<file path="src/rtl/engine_pkg.sv">
// Shared definitions for the invaders game engine: scheduler FSM states,
// the enemy-fire LFSR feedback mask and the game-state encoding.
package engine_pkg;

  typedef enum logic [1:0] {
    WAIT = 2'd0,
    PICK = 2'd1,
    SCAN = 2'd2,
    REQ  = 2'd3
  } fire_state_t;

  // Galois feedback mask (taps 16,14,13,11), applied when shifting right
  localparam logic [15:0] LFSR_MASK = 16'hB400;

  localparam logic [1:0] JOGO_RODANDO = 2'd0;
  localparam logic [1:0] JOGO_VITORIA = 2'd1;
  localparam logic [1:0] JOGO_DERROTA = 2'd2;

endpackage

</file>
<file path="src/rtl/lfsr16.sv">
// 16-bit right-shifting Galois LFSR. It free-runs every cycle; load forces
// the seed in synchronously, and async reset returns to RST_SEED.
module lfsr16
  import engine_pkg::*;
#(
  parameter logic [15:0] RST_SEED = 16'hACE1
) (
  input  logic        clk,
  input  logic        reset,
  input  logic        load,
  input  logic [15:0] seed,
  output logic [15:0] q
);

  logic [15:0] q_q;
  logic [15:0] q_d;

  // Next state: reload on load, otherwise one Galois step
  always_comb begin
    q_d = (q_q >> 1) ^ (q_q[0] ? LFSR_MASK : 16'h0000);
    if (load) q_d = seed;
  end

  // LFSR state register
  always_ff @(posedge clk or negedge reset) begin
    if (!reset) q_q <= RST_SEED;
    else        q_q <= q_d;
  end

  assign q = q_q;

endmodule

</file>
<file path="src/rtl/enemy_fire_sched.sv">
// Enemy fire scheduler: every fire period it picks a pseudo-random start
// enemy, scans forward (with wrap) to the first live one and requests a
// shot from the bullet unit through a req/ack handshake.
module enemy_fire_sched
  import engine_pkg::*;
#(
  parameter int          N_ENEMY   = 6,
  parameter int          ID_W      = $clog2(N_ENEMY),
  parameter int          DELAY_W   = 20,
  parameter logic [15:0] LFSR_SEED = 16'hACE1
) (
  input  logic               clk,
  input  logic               reset,
  input  logic               restart,
  input  logic [1:0]         estado_jogo,
  input  logic [N_ENEMY-1:0] enemy_vivos,
  input  logic [DELAY_W-1:0] fire_period,
  input  logic               shot_ack,
  output logic               shot_req,
  output logic [ID_W-1:0]    shot_id,
  output logic [N_ENEMY-1:0] shot_onehot
);

  fire_state_t        state_q, state_d;
  logic [DELAY_W-1:0] cnt_q, cnt_d;
  logic [ID_W-1:0]    idx_q, idx_d;
  logic [ID_W-1:0]    scan_cnt_q, scan_cnt_d;
  logic               shot_req_q;
  logic [ID_W-1:0]    shot_id_q;
  logic [N_ENEMY-1:0] shot_onehot_q;

  logic [15:0]        lfsr_q;
  logic [DELAY_W-1:0] period_eff;
  logic [ID_W-1:0]    pick_raw;
  logic [ID_W-1:0]    pick_idx;
  logic [N_ENEMY-1:0] onehot_d;
  logic               abort;
  logic               unused_lfsr_hi;

  lfsr16 #(
    .RST_SEED (LFSR_SEED)
  ) u_lfsr (
    .clk   (clk),
    .reset (reset),
    .load  (restart),
    .seed  (LFSR_SEED),
    .q     (lfsr_q)
  );

  // Only the low ID_W bits pick the start enemy
  assign unused_lfsr_hi = ^lfsr_q[15:ID_W];

  // Derived values: effective period, folded LFSR pick, abort condition
  always_comb begin
    period_eff = (fire_period == '0) ? DELAY_W'(1) : fire_period;
    abort      = (estado_jogo != JOGO_RODANDO) || restart;
    pick_raw   = lfsr_q[ID_W-1:0];
    // 2^ID_W < 2*N_ENEMY, so a single subtraction always lands in range
    pick_idx   = (int'(pick_raw) >= N_ENEMY) ? pick_raw - ID_W'(N_ENEMY) : pick_raw;
  end

  // FSM next-state: period count, pick, forward scan, handshake, abort
  always_comb begin
    state_d    = state_q;
    cnt_d      = cnt_q;
    idx_d      = idx_q;
    scan_cnt_d = scan_cnt_q;
    case (state_q)
      WAIT: begin
        if (cnt_q == period_eff - DELAY_W'(1)) begin
          cnt_d   = '0;
          state_d = PICK;
        end else begin
          // a period shrunk below cnt runs on to the natural wrap
          cnt_d = cnt_q + DELAY_W'(1);
        end
      end
      PICK: begin
        idx_d      = pick_idx;
        scan_cnt_d = '0;
        state_d    = SCAN;
      end
      SCAN: begin
        if (enemy_vivos[idx_q]) begin
          state_d = REQ;
        end else if (scan_cnt_q == ID_W'(N_ENEMY - 1)) begin
          // every enemy tested dead: give up this period
          state_d = WAIT;
        end else begin
          idx_d      = (idx_q == ID_W'(N_ENEMY - 1)) ? '0 : idx_q + ID_W'(1);
          scan_cnt_d = scan_cnt_q + ID_W'(1);
        end
      end
      REQ: begin
        // the request is held even if the target dies; the bullet unit filters
        if (shot_ack) begin
          state_d = WAIT;
          cnt_d   = '0;
        end
      end
      default: state_d = WAIT;
    endcase
    // game over / restart wins over everything, including a same-cycle ack
    if (abort) begin
      state_d = WAIT;
      cnt_d   = '0;
    end
  end

  // One-hot form of the index that will be presented next cycle
  always_comb begin
    onehot_d        = '0;
    onehot_d[idx_d] = 1'b1;
  end

  // FSM, counter and scan registers
  always_ff @(posedge clk or negedge reset) begin
    if (!reset) begin
      state_q    <= WAIT;
      cnt_q      <= '0;
      idx_q      <= '0;
      scan_cnt_q <= '0;
    end else begin
      state_q    <= state_d;
      cnt_q      <= cnt_d;
      idx_q      <= idx_d;
      scan_cnt_q <= scan_cnt_d;
    end
  end

  // Registered shot outputs, driven from the next state so REQ and
  // shot_req line up on the same cycle
  always_ff @(posedge clk or negedge reset) begin
    if (!reset) begin
      shot_req_q    <= 1'b0;
      shot_id_q     <= '0;
      shot_onehot_q <= '0;
    end else begin
      shot_req_q <= (state_d == REQ);
      if (state_d == REQ) begin
        shot_id_q     <= idx_d;
        shot_onehot_q <= onehot_d;
      end else begin
        shot_onehot_q <= '0;
      end
    end
  end

  assign shot_req    = shot_req_q;
  assign shot_id     = shot_id_q;
  assign shot_onehot = shot_onehot_q;

endmodule
</file>
<file path="config.mk">
export PLATFORM = sky130hd
export DESIGN_NAME = enemy_fire_sched
export DESIGN_NICKNAME = d
export VERILOG_FILES = /design/src/rtl/engine_pkg.sv /design/src/rtl/lfsr16.sv /design/src/rtl/enemy_fire_sched.sv
export SDC_FILE = /design/constraint.sdc
export NUM_CORES = 1
export LEC_CHECK = 0
export BUFFER_PORTS_ARGS = -buffer_cell sky130_fd_sc_hd__buf_4
export CORE_ASPECT_RATIO = 1.2
export CORE_MARGIN = 5
export CORE_UTILIZATION = 59
export DETAILED_ROUTE_END_ITERATION = 10
export GPL_ROUTABILITY_DRIVEN = 0
export GPL_TIMING_DRIVEN = 0
export PLACE_DENSITY = 0.8
export SYNTH_ARGS = -nofsm -noshare
export SYNTH_HDL_FRONTEND = slang
export SYNTH_HIERARCHICAL = 1
export SYNTH_SLANG_ARGS = --single-unit
</file>
<file path="constraint.sdc">
create_clock -name clk -period 3.7 [get_ports clk]
set_input_delay 0.185 -clock clk [delete_from_list [all_inputs] [get_ports clk]]
set_output_delay 0.185 -clock clk [all_outputs]
set_load 0.02 [all_outputs]
</file>
After elaboration in Yosys (flattened, before gate mapping)
Cells that the tools add are included.

word-level totals
  flip-flop bits (word level) = 54
  output and inout bits = 10

operators by class
  $add $sub $neg = 5
  order comparisons = 4
  equality and inequality tests = 10
  multiplexer cells = 26
  bitwise gates (word level) = 1
  reductions and logical operators = 9

operator list
  kind                     count
  $mux W20                 4
  $pmux W20 S2             1
  $mux W16                 2
  $add A20 B1 Y20 const B  1
  $eq A20 B20 Y1           1
  $logic_not A20 Y1        1
  $sub A20 B1 Y20 const B  1
  $mux W3                  6
  $xor A15 B16 Y16         1
  $pmux W3 S2              2
  $mux W2                  5
  $lt A3 B4 Y1 const B     2
  $pmux W2 S4              1
  $add A3 B1 Y3 const B    2
  $eq A2 B2 Y1 const B     3
  $eq A3 B3 Y1 const B     2
  $mux W6                  1
  $ne A2 B2 Y1 const B     2
  $reduce_bool A2 Y1       2
  $bmux W1 S3              1
  $demux W1 S3             1
  $ge A3 B1 Y1 const B     1
  $ge A3 B3 Y1 const B     1
  $ne A3 B3 Y1 const B     1
  other kinds (9)          10

Longest topological paths before layout
  depth after elaboration = 10
  gate-level depth with buffers = 15

Hierarchy
The synthesis kept the hierarchy.

modules (own cells, without submodules)
  module            instances  cells each  area each (µm²)
  enemy_fire_sched  1          377         3134.3
  lfsr16            1          40          650.6

Worst setup path before layout
No wires, ideal clock.

  path type = input to register
  start = in fire_period[17]
  end = reg cnt_q[1]
  setup time = 0.122 ns
  arrival = 3.396 ns
  required time = 3.578 ns
  slack = 0.183 ns
  cell stages on the path = 14
  cells stage by stage = clkbuf_1 -> nor4_1 -> and4_1 -> a21oi_1 -> ha_1 -> nor4b_2 -> nand4_1 -> xnor2_1 -> o2111ai_1 -> or4_1 -> or4b_1 -> buf_2 -> buf_6 -> a32o_1

between the ends
  cells in the longest elaborated chain, start to end = 7

RTL lines
  element                 line                     RTL
  start: declaration      enemy_fire_sched.sv:17   input logic [DELAY_W-1:0] fire_period,
  $logic_not A20 Y1       enemy_fire_sched.sv:55   period_eff = (fire_period == '0) ? DELAY_W'(1) : fire_period;
  $mux W20 (*)            enemy_fire_sched.sv:55
  $sub A20 B1 Y20 (*)     enemy_fire_sched.sv:70   if (cnt_q == period_eff - DELAY_W'(1)) begin
  $eq A20 B20 Y1 (*)      enemy_fire_sched.sv:70
  $mux W20 (*)            enemy_fire_sched.sv:70
  $pmux W20 S2 (*)        enemy_fire_sched.sv:68   case (state_q)
  $mux W20 (*)            enemy_fire_sched.sv:104  if (abort) begin
  end signal: assignment  enemy_fire_sched.sv:125  cnt_q <= cnt_d;
  end: declaration        enemy_fire_sched.sv:25   logic [DELAY_W-1:0] cnt_q, cnt_d;

Mark *: on every way between the ends. The rest lies on a longest branch, timed or not.
A chain may end at the register's enable or synchronous reset.

Worst setup path in the final report
  start = in fire_period[16]
  end = reg cnt_q[16]

The elaborated chain is that of the path after synthesis.

==> metrics.txt <==
Power Dens Cells=254 nW/um^2; CP delay by family, top=simple AND/OR/NAND/NOR gates; detailed placer's ending HPWL=6550 um; Rows=32; Max H-tree Level=2; CP max stage delay=500 ps; Post-Synthesis Cells=417; first-pass GRT wire length=15000 um; synthesized area=3780 um^2; total congestion overflow=0; DRT met1 WL=3350 um; final slew viol count=0; Iteration-0 DRC Markers=138; DRT Wirelength=8680 um; clock period minus worst slack=3510 ps; drt drc=0; Final period util=95.0%; worst r2r path cells=10; total CTS buffers=5; Synth-to-Final Area Change=17.2%; Main synth FF type=dfrtp_1; worst r2r src=idx_q[0]$_DFF_PN0_; Arr. time, crit path=3710 ps; RSZ-0062 raised after global routing=false; CTS sink count=54; Req. time, crit path=3890 ps; synth warn=6; final worst setup slack=186 ps; Yosys top cell area share=30.4%; FF-to-FF setup slack=700 ps; Clock Skews=7.46 ps; die width=83.1 um; Max FO, Critical Path=10; fin util=70.1%; max-cap violations=0; async set-reset flop share out of synthesis=100%; Tot GR Track Use=21.9%; critical path capture point type=flip-flop; placeable core area=6330 um^2; Rel. slew slack=55.1%; Die Ht=97.7 um; worst-margin pin slew=673 ps; I/O pins=42; CP max-delay cell=or4_1; CP cell instances=clkbuf_2 -> nor4_4 -> and4_1 -> a21oi_1 -> ha_1 -> xor2_2 -> o211ai_1 -> nor3_1 -> o2111ai_1 -> or4_1 -> or4b_1 -> buf_2 -> buf_6 -> a31oi_1 -> mux2i_1; largest net degree at the start of global routing=55; wire length on met2=4420 um; EDFF count, synth=0; Max VDD drop=0.313 mV; Inserted Diodes=0; Startpoint Class=input pin; flops & latches, synth=54; cell depth of the worst min-delay path=3; via count=3379; antenna violations before repair=0; Placement Setup Slack=-649 ps; worst reg2reg endpoint=shot_id[0]$_DFFE_PN0N_; worst-skew pair later-pin latency=300 ps; Seq/Total Area, Yosys=36.0%; Starting Density=59.8%; CTS Buffer Depth=2; crit path kind=in2reg; Final Setup Violations=0; Tightest Hold Check Type=in2reg; Routed WL per cell=15.3 um; vias per inst=5.97; Syn Area/Cell=9.08 um^2; uppermost layer routed=met4; DRT Pass-1 Iters=4; dominant cells by area after synthesis=dfrtp_1, dfstp_2, mux2_2, nand2_1, mux2i_1; layout cells sized above 1=21.6%; post-synth top area cell=dfrtp_1; CTS clk-pin slew, worst paths=100 ps; most common library cells after synthesis=dfrtp_1, nand2_1, inv_1; count leader, synth=dfrtp_1; WHS Endpoint=state_q[0]$_DFF_PN0_; Root Driver=clkbuf_8; # port buffers=39; final hold vios=0; CTS tree=built; met3 wire len=483 um; min-delay src=estado_jogo[0]; Buf/Inv on CP=3; ANT nets after route=0; Layout Nets=520; die footprint=8120 um^2; Static Leak=1.83 nW; FMAX=285 MHz; Overall Power=1.12 mW; Netlist cell types=63; number of global-route vias before repair=3337; run status=completed
## what timing repair did
item | 4_1_cts | 5_1_grt
hold buffers | 1 | 0
hold endpoints to repair | 46 | 0
setup endpoints to repair | 25 | 27
gates cloned | 0 | 0
pin swaps | 1 | 1
setup buffers | 1 | 2
resized for setup | 4 | 12
## layer usage
metal	vias up	GRT usage, %
li1	1632	-
met3	31	3.97
met1	1591	24.8
met5	-	0
met2	125	38.4
met4	0	12.7
## flip-flops by register name, summed over array words and instances, names as in the netlist
name         count
cnt_q           20
state_q          2
shot_onehot      6
idx_q            3
shot_id          3
shot_req         1
u_lfsr/q        16
scan_cnt_q       3
## power breakdown
part	internal, mW	switching [mW]	leakage [nW]
logic	0.0751	0.0838	1.09
clock network	0.152	0.186	0.0482
registers	0.617	0.0107	0.693
total	0.844	0.281	1.83
## area by class of cell
type	count	area, um^2
plain buffers	20	108
multi-input cells	332	2350
fillers	535	1890
well taps	85	106
repair buffers	43	325
clock inverters	1	5.00
inverters	24	90.1
flip-flops and latches	54	1360
clock buffers	7	86.3
## layout by cell type (no fill, tap or decap), types with 12 or more instances in the layout
cell and instances:
dfrtp_1 46, buf_4 42, nand2_1 41, inv_1 24
o21ai_0 22, nand3_1 19, conb_1 16, mux2i_1 15
xnor2_1 15, nor2_1 14, mux2_2 14, clkbuf_1 13
and3_1 13, a21oi_1 12, nand4_1 12, a31oi_1 12
## kinds of logic after synthesis
| kind of cell | synth area share (%) |
|---|---|
| xor+xnor | 6.48 |
| simple gates | 23.9 |
| other cells | 0.198 |
| mux | 10.3 |
| flops | 36.0 |
| compound gates | 15.2 |
| fa+ha+maj | 2.64 |
| buf+inv | 5.26 |
## worst max-delay path by stage
stage	startpoint	slack (ps)	cells after the start	to
floorplan	fire_period[17]	180	14	cnt_q[1]$_DFFE_PN0P_
global placement	fire_period[17]	-630	14	shot_id[1]$_DFFE_PN0N_
detailed placement	fire_period[17]	-650	14	shot_id[0]$_DFFE_PN0N_
CTS	fire_period[17]	30	15	cnt_q[16]$_DFFE_PN0P_
global route	fire_period[17]	10	16	cnt_q[4]$_DFFE_PN0P_
finish	fire_period[16]	190	15	cnt_q[16]$_DFFE_PN0P_
## worst reg2reg max path: stages (launching register included)
cell and delay [ps]:
dfrtp_1 340, clkbuf_1 310, mux4_2 580, o2bb2ai_1 170, a21oi_1 310, a21o_1 190
nor3_1 90, a31o_2 270, a21oi_4 220, inv_1 140, mux2_2 290
## through the flow
step | setup TNS, ps | cells | area [um^2] | hold slack (ps)
after global placement | -11830 | 555 | 4240 | 260
after global routing | 0 | 566 | 4430 | 255
after detailed placement | -13380 | 555 | 4240 | 266
final | 0 | 566 | 4430 | 243
after floorplan | 0 | 431 | 3840 | -111
after CTS | 0 | 565 | 4370 | 231
No activity file was read; power rests on OpenSTA's default activity.
